## src/rtl/seven_segment_reader.sv

```systemverilog
// seven_segment_reader
//   Receive end of the multiplexed 7-segment PMOD display interface. Samples
//   the raw bus, waits for each digit to settle, decodes the segment pattern
//   back to a nibble and pairs a high and a low digit into one byte. Each
//   byte is offered on a valid/ready handshake.
//
// Ports
//   clk          system clock
//   rst_n        asynchronous active-low reset
//   pmod_in[7:0] raw bus: [6:0] segments A-G active-low, [7] digit select
//                (0 = high nibble, 1 = low nibble); asynchronous to clk
//   ready        consumer takes value when valid && ready
//   value[7:0]   reassembled byte {high nibble, low nibble}
//   valid        value holds an undelivered byte
//   pattern_err  one-cycle pulse: an accepted digit had an illegal pattern
//   overrun      one-cycle pulse: a completed byte was dropped (output busy)
//
// Parameter
//   STABLE_CYCLES  identical synchronized samples needed to accept a digit,
//                  legal range 1..15
//
// Build option
//   SEVEN_SEGMENT_READER_DEDUP_EN  when defined, a completed byte equal to
//   the last byte loaded into value is discarded silently.

module seven_segment_reader #(
  parameter int unsigned STABLE_CYCLES = 4
) (
  input  logic       clk,
  input  logic       rst_n,
  input  logic [7:0] pmod_in,
  input  logic       ready,
  output logic [7:0] value,
  output logic       valid,
  output logic       pattern_err,
  output logic       overrun
);

  localparam logic [3:0] STABLE_CNT = 4'(STABLE_CYCLES);

  typedef enum logic {
    WAIT_HI,
    WAIT_LO
  } state_t;

  // Synchronizer and sample-qualification flags. The flags mark which sync
  // stages hold a real bus sample, so the first sample after reset always
  // starts a fresh run even if it equals the reset value of sync2.
  logic [7:0] sync1_q, sync2_q;
  logic       s1_vld_q, s2_vld_q;

  // Run counter; fresh_q is set when the count moved on the last edge, so a
  // count parked at STABLE_CNT (saturation) cannot re-trigger an accept.
  logic [3:0] cnt_q, cnt_d;
  logic       fresh_q, fresh_d;
  logic       accept;

  logic [3:0] nib;
  logic       legal;
  logic       sel;

  state_t     state_q, state_d;
  logic [3:0] hi_q, hi_d;
  logic       byte_done;
  logic [7:0] byte_val;
  logic       err_d;

  logic [7:0] value_q, value_d;
  logic       valid_q, valid_d;
  logic       err_q;
  logic       ovr_q, ovr_d;
  logic       load;
  logic       dup;

  // ---------------------------------------------------------------------
  // Run counter next state
  // ---------------------------------------------------------------------
  always_comb begin
    // NOTE: every combinational output gets a default first so no path
    // leaves it unassigned, which would otherwise infer a latch.
    cnt_d   = cnt_q;
    fresh_d = 1'b0;
    if (s1_vld_q) begin
      if (!s2_vld_q || (sync1_q != sync2_q)) begin
        cnt_d   = 4'd1;
        fresh_d = 1'b1;
      end else if (cnt_q != 4'hF) begin
        cnt_d   = cnt_q + 4'd1;
        fresh_d = 1'b1;
      end
    end
  end

  assign accept = fresh_q && (cnt_q == STABLE_CNT);
  assign sel    = sync2_q[7];

  // ---------------------------------------------------------------------
  // Segment decode: exact inverse of the display driver's table
  // ---------------------------------------------------------------------
  always_comb begin
    nib   = 4'h0;
    legal = 1'b1;
    case (sync2_q[6:0])
      7'h40:   nib = 4'h0;
      7'h79:   nib = 4'h1;
      7'h24:   nib = 4'h2;
      7'h30:   nib = 4'h3;
      7'h19:   nib = 4'h4;
      7'h12:   nib = 4'h5;
      7'h02:   nib = 4'h6;
      7'h78:   nib = 4'h7;
      7'h00:   nib = 4'h8;
      7'h10:   nib = 4'h9;
      7'h08:   nib = 4'hA;
      7'h03:   nib = 4'hB;
      7'h46:   nib = 4'hC;
      7'h21:   nib = 4'hD;
      7'h06:   nib = 4'hE;
      7'h0E:   nib = 4'hF;
      default: legal = 1'b0;
    endcase
  end

  // ---------------------------------------------------------------------
  // Digit-pairing FSM
  // ---------------------------------------------------------------------
  always_comb begin
    state_d   = state_q;
    hi_d      = hi_q;
    byte_done = 1'b0;
    byte_val  = {hi_q, nib};
    err_d     = 1'b0;
    if (accept) begin
      if (!legal) begin
        err_d   = 1'b1;
        state_d = WAIT_HI;
      end else begin
        case (state_q)
          WAIT_HI: begin
            if (!sel) begin
              hi_d    = nib;
              state_d = WAIT_LO;
            end
          end
          WAIT_LO: begin
            if (!sel) begin
              hi_d = nib;
            end else begin
              byte_done = 1'b1;
              state_d   = WAIT_HI;
            end
          end
          default: state_d = WAIT_HI;
        endcase
      end
    end
  end

  // ---------------------------------------------------------------------
  // Output stage: a delivery in the same cycle frees the slot for a new byte
  // ---------------------------------------------------------------------
  always_comb begin
    value_d = value_q;
    valid_d = valid_q;
    ovr_d   = 1'b0;
    load    = 1'b0;
    if (valid_q && ready) valid_d = 1'b0;
    if (byte_done && !dup) begin
      if (!valid_q || ready) begin
        load    = 1'b1;
        value_d = byte_val;
        valid_d = 1'b1;
      end else begin
        ovr_d = 1'b1;
      end
    end
  end

`ifdef SEVEN_SEGMENT_READER_DEDUP_EN
  // value_q keeps its contents after delivery, so it always holds the last
  // loaded byte; loaded_q tells whether any byte has been loaded yet.
  logic loaded_q;

  always_ff @(posedge clk or negedge rst_n) begin
    if (!rst_n)    loaded_q <= 1'b0;
    else if (load) loaded_q <= 1'b1;
  end

  assign dup = loaded_q && (byte_val == value_q);
`else
  assign dup = 1'b0;
`endif

  // ---------------------------------------------------------------------
  // State registers
  // ---------------------------------------------------------------------
  always_ff @(posedge clk or negedge rst_n) begin
    if (!rst_n) begin
      sync1_q  <= 8'h00;
      sync2_q  <= 8'h00;
      s1_vld_q <= 1'b0;
      s2_vld_q <= 1'b0;
      cnt_q    <= 4'h0;
      fresh_q  <= 1'b0;
      state_q  <= WAIT_HI;
      hi_q     <= 4'h0;
      value_q  <= 8'h00;
      valid_q  <= 1'b0;
      err_q    <= 1'b0;
      ovr_q    <= 1'b0;
    end else begin
      // NOTE: non-blocking assignments so every register samples the values
      // from before this edge, regardless of statement order.
      sync1_q  <= pmod_in;
      sync2_q  <= sync1_q;
      s1_vld_q <= 1'b1;
      s2_vld_q <= s1_vld_q;
      cnt_q    <= cnt_d;
      fresh_q  <= fresh_d;
      state_q  <= state_d;
      hi_q     <= hi_d;
      value_q  <= value_d;
      valid_q  <= valid_d;
      err_q    <= err_d;
      ovr_q    <= ovr_d;
    end
  end

  assign value       = value_q;
  assign valid       = valid_q;
  assign pattern_err = err_q;
  assign overrun     = ovr_q;

endmodule

```

## config.mk

```make
export PLATFORM = sky130hd
export DESIGN_NAME = seven_segment_reader
export DESIGN_NICKNAME = d
export VERILOG_FILES = /design/src/rtl/seven_segment_reader.sv
export SDC_FILE = /design/constraint.sdc
export NUM_CORES = 1
export LEC_CHECK = 0
export CAP_MARGIN = 30
export CORE_UTILIZATION = 40
export DETAILED_ROUTE_END_ITERATION = 10
export PLACE_DENSITY = 0.59
export SLEW_MARGIN = 20
export SYNTH_ARGS = -nofsm -noshare
export SYNTH_HDL_FRONTEND = slang
export SYNTH_SLANG_ARGS = --single-unit
```

## constraint.sdc

```tcl
create_clock -name clk -period 2.7 [get_ports clk]
set_input_delay 0.27 -clock clk [delete_from_list [all_inputs] [get_ports clk]]
set_output_delay 0.27 -clock clk [all_outputs]
set_load 0.05 [all_outputs]
```

==> results.yml, run 1 <==
outcome:
  status: "complete, no violations"
routing:
  drtPass1Iterations: 4
  drt-total-wl_um: 3290
  dr_wl_met2_um: 1670
  viasPerCell: 5.34
  m1WireLength_um: 1440
  drcViolationCount: 0
  dr_wl_met3_um: 161
  vias: 1254
  maxUsedRoutingLayer: "met4"
  drtIter0Drc: 48
  post_drt_wl_per_cell_um: 14.0
  ant_nets: 0
timing:
  slew_violations: 0
  hold_viol: 0
  rsz0062_at_grt: "false"
  final.period_utilization: 0.837
  tightestPinTransition_ns: 0.511
  setup_viol: 0
  max_freq_ghz: 0.443
  finalSetupTns_ns: 0
  post-route-min-period_ns: 2.26
  skew_ns: 0.00340
  maxSlewHeadroom: 0.655
place:
  placed_area_um2: 2070
  gp_congestion: 0.815
  portBuffers: 21
  hpwl_um: 2310
worst_hold_path:
  hold_path_class: "flop to flop"
floorplan:
  io-pin-count: 22
  core_um2: 4350
  design.die.area_um2: 4810
  fp.dieH_um: 69.3
  rows: 24
  start_util: 0.417
  die_x_um: 69.3
clock_network:
  ctsLongestPathBuffers: 2
  clk_latency_ns: 0.29
  cts_buffers: 5
  cts_root_buffer: "clkbuf_8"
  clk_pin_slew_ns: 0.08
  cts.htree.levels: 2
  tritoncts: "done"
  cts_num_sinks: 39
synth:
  ys_warn_count: 0
  syn-num-nets: 170
  synth_top_area_cell: "dfrtp_1"
  synth_area_leaders: "dfrtp_1 54%, xor2_1 5.3%, mux2_1 4.3%"
  ys_seq_area_frac: 0.538
  synth_top_flop_cell: "dfrtp_1"
  netlist.area_leader.share: 0.538
  synth_commonest_cells: "39 x dfrtp_1, 11 x xor2_1, 9 x inv_1"
  synth_edf_count: 0
  synth_seq_cells: 39
  syn_area_um2: 1810
  synthesis.instances: 157
  yosysMostFrequentCell: "dfrtp_1"
  ys_types: 52
  async_reset_ff_frac: 1.00
  syn-mean-instance-area_um2: 11.6
layout:
  fillers: 399
  postLayoutCellArea_um2: 2200
  synthToLayoutAreaGrowth_pct: 21.2
  antenna_cells: 0
  drive_above_1_share: 0.120
  final_nets: 195
run:
  cap_violations: 0
pwr:
  power.density_nw_per_um2: 502
  p_leak_nw: 0.957
  vdd_drop_max_uv: 421
global_routing:
  grt_pass1_vias: 1203
  track_usage: 0.149
  antenna_found_initial: 0
  gr-total-overflow: 0
  grt_first_pass_wirelength_um: 5630
  grt_start_max_net_pins: 40
worst_setup_path:
  critical_path_class: "flop to flop"
  path_max_fanout: 16
  end_kind: "flop"
  worstPathArrival_ns: 2.44
  crit_path_start_kind: "flop"
  cp.required_ns: 2.88
registers in the layout, summed over array words and instances (netlist names), 4 cells and up:
name,count
sync1_q,8
sync2_q,8
value,8
cnt_q,4
hi_q,4
final timing paths:
check / startpoint / to / slack, ns / depth (start not counted)
worst min register to register: s1_vld_q$_DFF_PN0_ / s2_vld_q$_DFF_PN0_ / 0.38 / 0
max in group asynchronous: rst_n / cnt_q[3]$_DFFE_PN0P_ / 1.80 / 3
min in group asynchronous: rst_n / value[4]$_DFFE_PN0P_ / 0.44 / 2
worst min-delay path: s1_vld_q$_DFF_PN0_ / s2_vld_q$_DFF_PN0_ / 0.38 / 0
worst max-delay path: sync2_q[0]$_DFF_PN0_ / hi_q[0]$_DFFE_PN0P_ / 0.44 / 5
worst max register to register: sync2_q[0]$_DFF_PN0_ / hi_q[0]$_DFFE_PN0P_ / 0.44 / 5
critical path, cell delays in order (launching register included):
cell     delay, ns
dfrtp_1       0.56
or3_1         0.47
nor4b_2       0.30
nor3b_2       0.13
a31oi_2       0.32
mux2_2        0.37
area by class of cell:
type                       count  area, um^2  share of cell area
clock buffer                   5        68.8              0.0313
inverter                       9        33.8              0.0154
tap                           52        65.1              0.0296
timing repair buffer          25         258               0.117
sequential                    39         976               0.444
multi-input combinational    102         773               0.352
clock inverter                 3        23.8              0.0108
routing by layer:
| metal | vias to the layer above | GRT usage |
|---|---|---|
| met4 | 0 | 0.0476 |
| met5 | - | 0 |
| met3 | 2 | 0.0436 |
| li1 | 613 | - |
| met2 | 36 | 0.239 |
| met1 | 603 | 0.194 |
cells by family after synthesis:
family	share of synthesized area
buffers and inverters	0.0359
AND/OR/NAND/NOR	0.179
AO/OA/AOI/OAI	0.107
adder cells (fa/ha/maj)	0.0138
other	0.00207
XOR/XNOR	0.0579
multiplexers	0.0662
flip-flops	0.538
placed cells by master (no fill, tap or decap), types with 5 or more instances in the layout:
master | Yosys | layout
clkbuf_8 | 0 | 5
clkdlybuf4s50_1 | 0 | 20
dfrtp_1 | 39 | 39
nor2_1 | 7 | 7
mux2_1 | 7 | 7
a21oi_1 | 8 | 8
inv_1 | 9 | 9
xor2_1 | 11 | 11
metrics by stage:
stage	setup WS, ns	instances	total power, mW	hold slack, ns	util
floorplan	0.730	157	0.671	-0.0256	-
global placement	0.498	225	0.707	0.362	0.475
detailed placement	0.431	225	0.709	0.365	0.475
CTS	0.418	233	1.12	0.114	0.496
global route	0.298	235	1.16	0.391	0.505
finish	0.441	235	1.10	0.380	0.505
timing repair:
item | in CTS | in global routing
resized for setup | 0 | 0
endpoints found under the hold margin | 0 | 16
buffers inserted | 0 | 0
hold buffers | 0 | 1
report_power, final:
group          total (mW)  leakage, nW  internal (mW)  switching [mW]
registers           0.623        0.484          0.598          0.0252
clock network       0.401       0.0408          0.185           0.217
logic              0.0795        0.432         0.0413          0.0382
total                1.10        0.957          0.824           0.280
No activity file was read; power rests on OpenSTA's default activity.
==> run 2, diff against run 1 <==
Settings changed: PLACE_DENSITY 0.59 to 0.61.
Clock period 2.7 ns to 1.9 ns, I/O delays scaled along.
==> run 2 against run 1 <==
Compared with the run above: the flow now finishes with violations (negative setup slack); power rose by 46%; sequential share of layout area fell by 7.8 points; core utilization grew 11 points; non-clock buffer count rose by 42; wire length rose by 14%; final area grew 21%; clock skew up 0.0062 ns; setup slack got worse by 0.63 ns; via count rose by 12%; die area stayed put; first-iteration DRC count rose by 17%; critical path depth increased by 2; critical path type unchanged; largest power group unchanged.
==> results.yml, run 2 (synthesis results as in run 1) <==
outcome:
  status: "finished with violations"
  violations: "negative setup slack"
worst_setup_path:
  worstPathArrival_ns: 2.26
  endpoint: "value[1]$_DFFE_PN0P_"
  r2r_slack_ns: -0.19
  r2r_end: "value[1]$_DFFE_PN0P_"
  critPathMaxStageDelay_ns: 0.47
  end_kind: "flop"
  path_max_fanout: 7
  path_delay_family: "simple AND/OR/NAND/NOR gates"
  critical_path_class: "flop to flop"
  rr_worst_depth: 7
  worstReg2RegStart: "sync2_q[0]$_DFF_PN0_"
  cpMaxStageDelayCell: "or3b_2"
  worst-path-stages: 7
  cp_num_buf_inv: 2
  startpoint: "sync2_q[0]$_DFF_PN0_"
  cp.required_ns: 2.06
  crit_path_start_kind: "flop"
  path_cells: "buf_6 -> or3b_2 -> a21oi_2 -> nor3b_4 -> a31oi_4 -> buf_12 -> mux2_4"
place:
  hpwl_um: 2670
  placed_area_um2: 2350
  gp_congestion: 0.854
  portBuffers: 21
floorplan:
  fp.dieH_um: 69.3
  design.die.area_um2: 4810
  die_x_um: 69.3
  rows: 24
  io-pin-count: 22
  start_util: 0.417
  core_um2: 4350
routing:
  drtIter0Drc: 56
  drcViolationCount: 0
  drt-total-wl_um: 3750
  viasPerCell: 5.08
  vias: 1402
  ant_nets: 0
  post_drt_wl_per_cell_um: 13.6
  drtPass1Iterations: 4
run:
  cap_violations: 0
layout:
  layout_commonest_cell: "dfrtp_1"
  antenna_cells: 0
  postLayoutCellArea_um2: 2670
  drive_above_1_share: 0.362
  fin_util: 0.613
  synthToLayoutAreaGrowth_pct: 47.1
  final_cell_mix: "39 x dfrtp_1, 38 x buf_4, 20 x clkdlybuf4s50_1"
  final_nets: 237
timing:
  tightestPinTransition_ns: 0.513
  maxSlewHeadroom: 0.654
  skew_ns: 0.00958
  hold_viol: 0
  max_freq_ghz: 0.478
  final.period_utilization: 1.10
  rsz0062_at_grt: "true"
  setup_viol: 10
  post-route-min-period_ns: 2.09
  layout_setup_ws_ns: -0.191
  slew_violations: 0
  finalSetupTns_ns: -1.64
global_routing:
  grt_first_pass_wirelength_um: 6530
  gr-usage-met2: 0.303
  track_usage: 0.173
  gr-total-overflow: 0
  top_usage_layer: "met2"
  met1_usage: 0.202
  grt_pass1_vias: 1428
  antenna_found_initial: 0
  use_met3: 0.0610
  grt_start_max_net_pins: 40
clock_network:
  cts_num_sinks: 39
  cts.htree.levels: 2
  tritoncts: "done"
  ctsLongestPathBuffers: 2
  clk_pin_slew_ns: 0.07
  clk_latency_ns: 0.29
  cts_buffers: 5
  cts_root_buffer: "clkbuf_8"
pwr:
  vdd_drop_max_uv: 487
  p_leak_nw: 1.22
  power.density_nw_per_um2: 603
worst_hold_path:
  hold_path_class: "primary input to asynchronous set/reset pin"
## run 2: power by group
group	switching [mW]	internal (mW)	total (mW)
Sequential	0.0162	0.851	0.867
Clock	0.256	0.284	0.540
Combinational	0.0934	0.108	0.202
Total	0.366	1.24	1.61
## run 2: area by class of cell
| class | instances | area, um^2 |
|---|---|---|
| flip-flops and latches | 39 | 976 |
| multi-input cells | 102 | 901 |
| well taps | 52 | 65.1 |
| clock inverters | 1 | 5.00 |
| repair buffers | 67 | 606 |
| clock buffers | 6 | 82.6 |
| inverters | 9 | 33.8 |
| fillers | 348 | 1690 |
## run 2: how the worst min path moves through the flow
stage          slack (ns)                    to  startpoint
6_report             0.28  sync2_q[4]$_DFF_PN0_       rst_n
5_1_grt              0.28  sync2_q[4]$_DFF_PN0_       rst_n
4_1_cts              0.03  value[2]$_DFFE_PN0P_       rst_n
3_5_place_dp         0.34  value[5]$_DFFE_PN0P_       rst_n
3_3_place_gp         0.34  value[5]$_DFFE_PN0P_       rst_n
2_1_floorplan       -0.11  cnt_q[0]$_DFFE_PN0P_       rst_n
## run 2: per-layer routing
metal,vias up,part of all wire
li1,689,-
met1,681,0.43
met2,30,0.53
met3,2,0.035
met4,0,0.0032
met5,-,0
## run 2: repair_timing
item	CTS	global route
setup endpoints to repair	12	15
hold endpoints to repair	0	16
setup buffers	8	1
gates resized for setup	21	3
pin swaps	8	2
hold buffers	0	1
gates cloned	0	0
## run 2: per-stage QoR
stage               setup WS [ns]  hold WS (ns)  std cells  power, mW
CTS                        -0.197        0.0293        273       1.62
global route               -0.271         0.284        276       1.69
detailed placement         -0.230         0.340        258       1.05
global placement           -0.177         0.341        258       1.05
finish                     -0.191         0.278        276       1.61
floorplan                 -0.0547        -0.106        157      0.957
==> run 3, diff against run 2 <==
Settings changed: CAP_MARGIN 30 to unset.
==> run 3 against run 2 <==
Compared with the run above: the flow still finishes with violations (negative setup slack); global-route usage stayed put; final cell count fell by 0.72%; power decreased by 0.34%; clock power is essentially flat; die area unchanged; wire length is 1.2% lower; via count fell by 0.14%; critical path depth unchanged; largest cell class unchanged.
==> results.yml, run 3 (synthesis results as in run 1) <==
outcome:
  status: "finished with violations"
  violations: "negative setup slack"
worst_setup_path:
  worstReg2RegStart: "sync2_q[0]$_DFF_PN0_"
  endpoint: "value[0]$_DFFE_PN0P_"
  r2r_slack_ns: -0.19
  path_cells: "buf_6 -> or3b_2 -> a21oi_2 -> nor3b_4 -> a31oi_4 -> buf_12 -> mux2_4"
  rr_worst_depth: 7
  r2r_end: "value[0]$_DFFE_PN0P_"
  end_kind: "flop"
  worstPathArrival_ns: 2.25
  cpMaxStageDelayCell: "or3b_2"
  cp.required_ns: 2.07
  critical_path_class: "flop to flop"
  startpoint: "sync2_q[0]$_DFF_PN0_"
  critPathMaxStageDelay_ns: 0.47
  path_max_fanout: 7
  crit_path_start_kind: "flop"
layout:
  fillers: 352
  drive_above_1_share: 0.360
  layout_commonest_cell: "dfrtp_1"
  final_nets: 235
  synthToLayoutAreaGrowth_pct: 45.4
  antenna_cells: 0
  final_cell_mix: "39 x dfrtp_1, 38 x buf_4, 20 x clkdlybuf4s50_1"
  stdcell_count: 274
  multi_input_area_um2: 901
  postLayoutCellArea_um2: 2640
  regArea_um2: 976
clock_network:
  cts.htree.levels: 2
  clk_pin_slew_ns: 0.07
  cts_buffers: 5
  clk_latency_ns: 0.29
  cts_num_sinks: 39
  tritoncts: "done"
  cts_root_buffer: "clkbuf_8"
  ctsLongestPathBuffers: 2
routing:
  post_drt_wl_per_cell_um: 13.5
  viasPerCell: 5.11
  drt-total-wl_um: 3700
  vias: 1400
  ant_nets: 0
  drtIter0Drc: 57
  drtPass1Iterations: 4
  drcViolationCount: 0
floorplan:
  start_util: 0.417
  core_um2: 4350
  rows: 24
  io-pin-count: 22
  design.die.area_um2: 4810
  die_x_um: 69.3
  fp.dieH_um: 69.3
place:
  hpwl_um: 2670
  dp.cells: 258
  portBuffers: 21
  placed_area_um2: 2350
  gp_congestion: 0.854
pwr:
  vdd_drop_max_uv: 487
  power_mw: 1.60
  power.density_nw_per_um2: 608
  p_leak_nw: 1.21
timing:
  finalSetupTns_ns: -1.62
  final.period_utilization: 1.10
  hold_viol: 0
  maxSlewHeadroom: 0.445
  slew_violations: 0
  post-route-min-period_ns: 2.09
  max_freq_ghz: 0.479
  layout_setup_ws_ns: -0.189
  setup_viol: 10
  hold_ws_ns: 0.00618
  skew_ns: 0.00949
  tightestPinTransition_ns: 0.833
  rsz0062_at_grt: "true"
worst_hold_path:
  hold_path_class: "primary input to asynchronous set/reset pin"
run:
  cap_violations: 0
global_routing:
  antenna_found_initial: 0
  grt_start_max_net_pins: 40
  grt_pass1_vias: 1428
  track_usage: 0.173
  gr-total-overflow: 0
  grt_first_pass_wirelength_um: 6530
-- run 3: report_power, final --
part / switching, mW / internal [mW]
Clock: 0.258 / 0.284
Sequential: 0.0162 / 0.851
Combinational: 0.0917 / 0.103
-- run 3: worst min path at each step --
stage,from,end,slack [ns],cells past startpoint
after global routing,rst_n,value[2]$_DFFE_PN0P_,0.08,1
after floorplan,rst_n,cnt_q[0]$_DFFE_PN0P_,-0.11,0
after global placement,rst_n,value[5]$_DFFE_PN0P_,0.34,1
after detailed placement,rst_n,value[5]$_DFFE_PN0P_,0.34,1
final,rst_n,value[2]$_DFFE_PN0P_,0.006,1
after CTS,rst_n,value[2]$_DFFE_PN0P_,0.03,1
-- run 3: layer usage --
metal / track usage / vias to the layer above / routed length [um]
li1: - / 688 / -
met1: 0.202 / 676 / 1560
met2: 0.303 / 31 / 1980
met3: 0.0610 / 5 / 139
met4: 0.0408 / 0 / 28
met5: 0 / - / 0
-- run 3: metrics by stage --
stage               setup WS [ns]   util
global placement           -0.177  0.541
CTS                        -0.197  0.601
global route               -0.271  0.606
detailed placement         -0.230  0.541
finish                     -0.189  0.606
floorplan                 -0.0547      -
-- run 3: cell type report --
class	instances	share of cell area
sequential	39	0.370
multi-input combinational	102	0.341
timing repair buffer	65	0.218
clock buffer	6	0.0313
tap	52	0.0247
inverter	9	0.0128
clock inverter	1	0.00190
-- run 3: worst max-delay path, delay by kind of cell (launching register included) --
kind / cells / cell delay, ns
multiplexers: 1 / 0.30
buffers and inverters: 2 / 0.28
AO/OA/AOI/OAI: 2 / 0.42
flip-flops: 1 / 0.40
AND/OR/NAND/NOR: 2 / 0.56
-- run 3: repair_timing --
item,4_1_cts,5_1_grt
hold endpoints to repair,0,0
resized for setup,21,3
buffers inserted,8,1
hold buffers,0,0
pin swaps,8,2
endpoints found under the setup margin,12,15
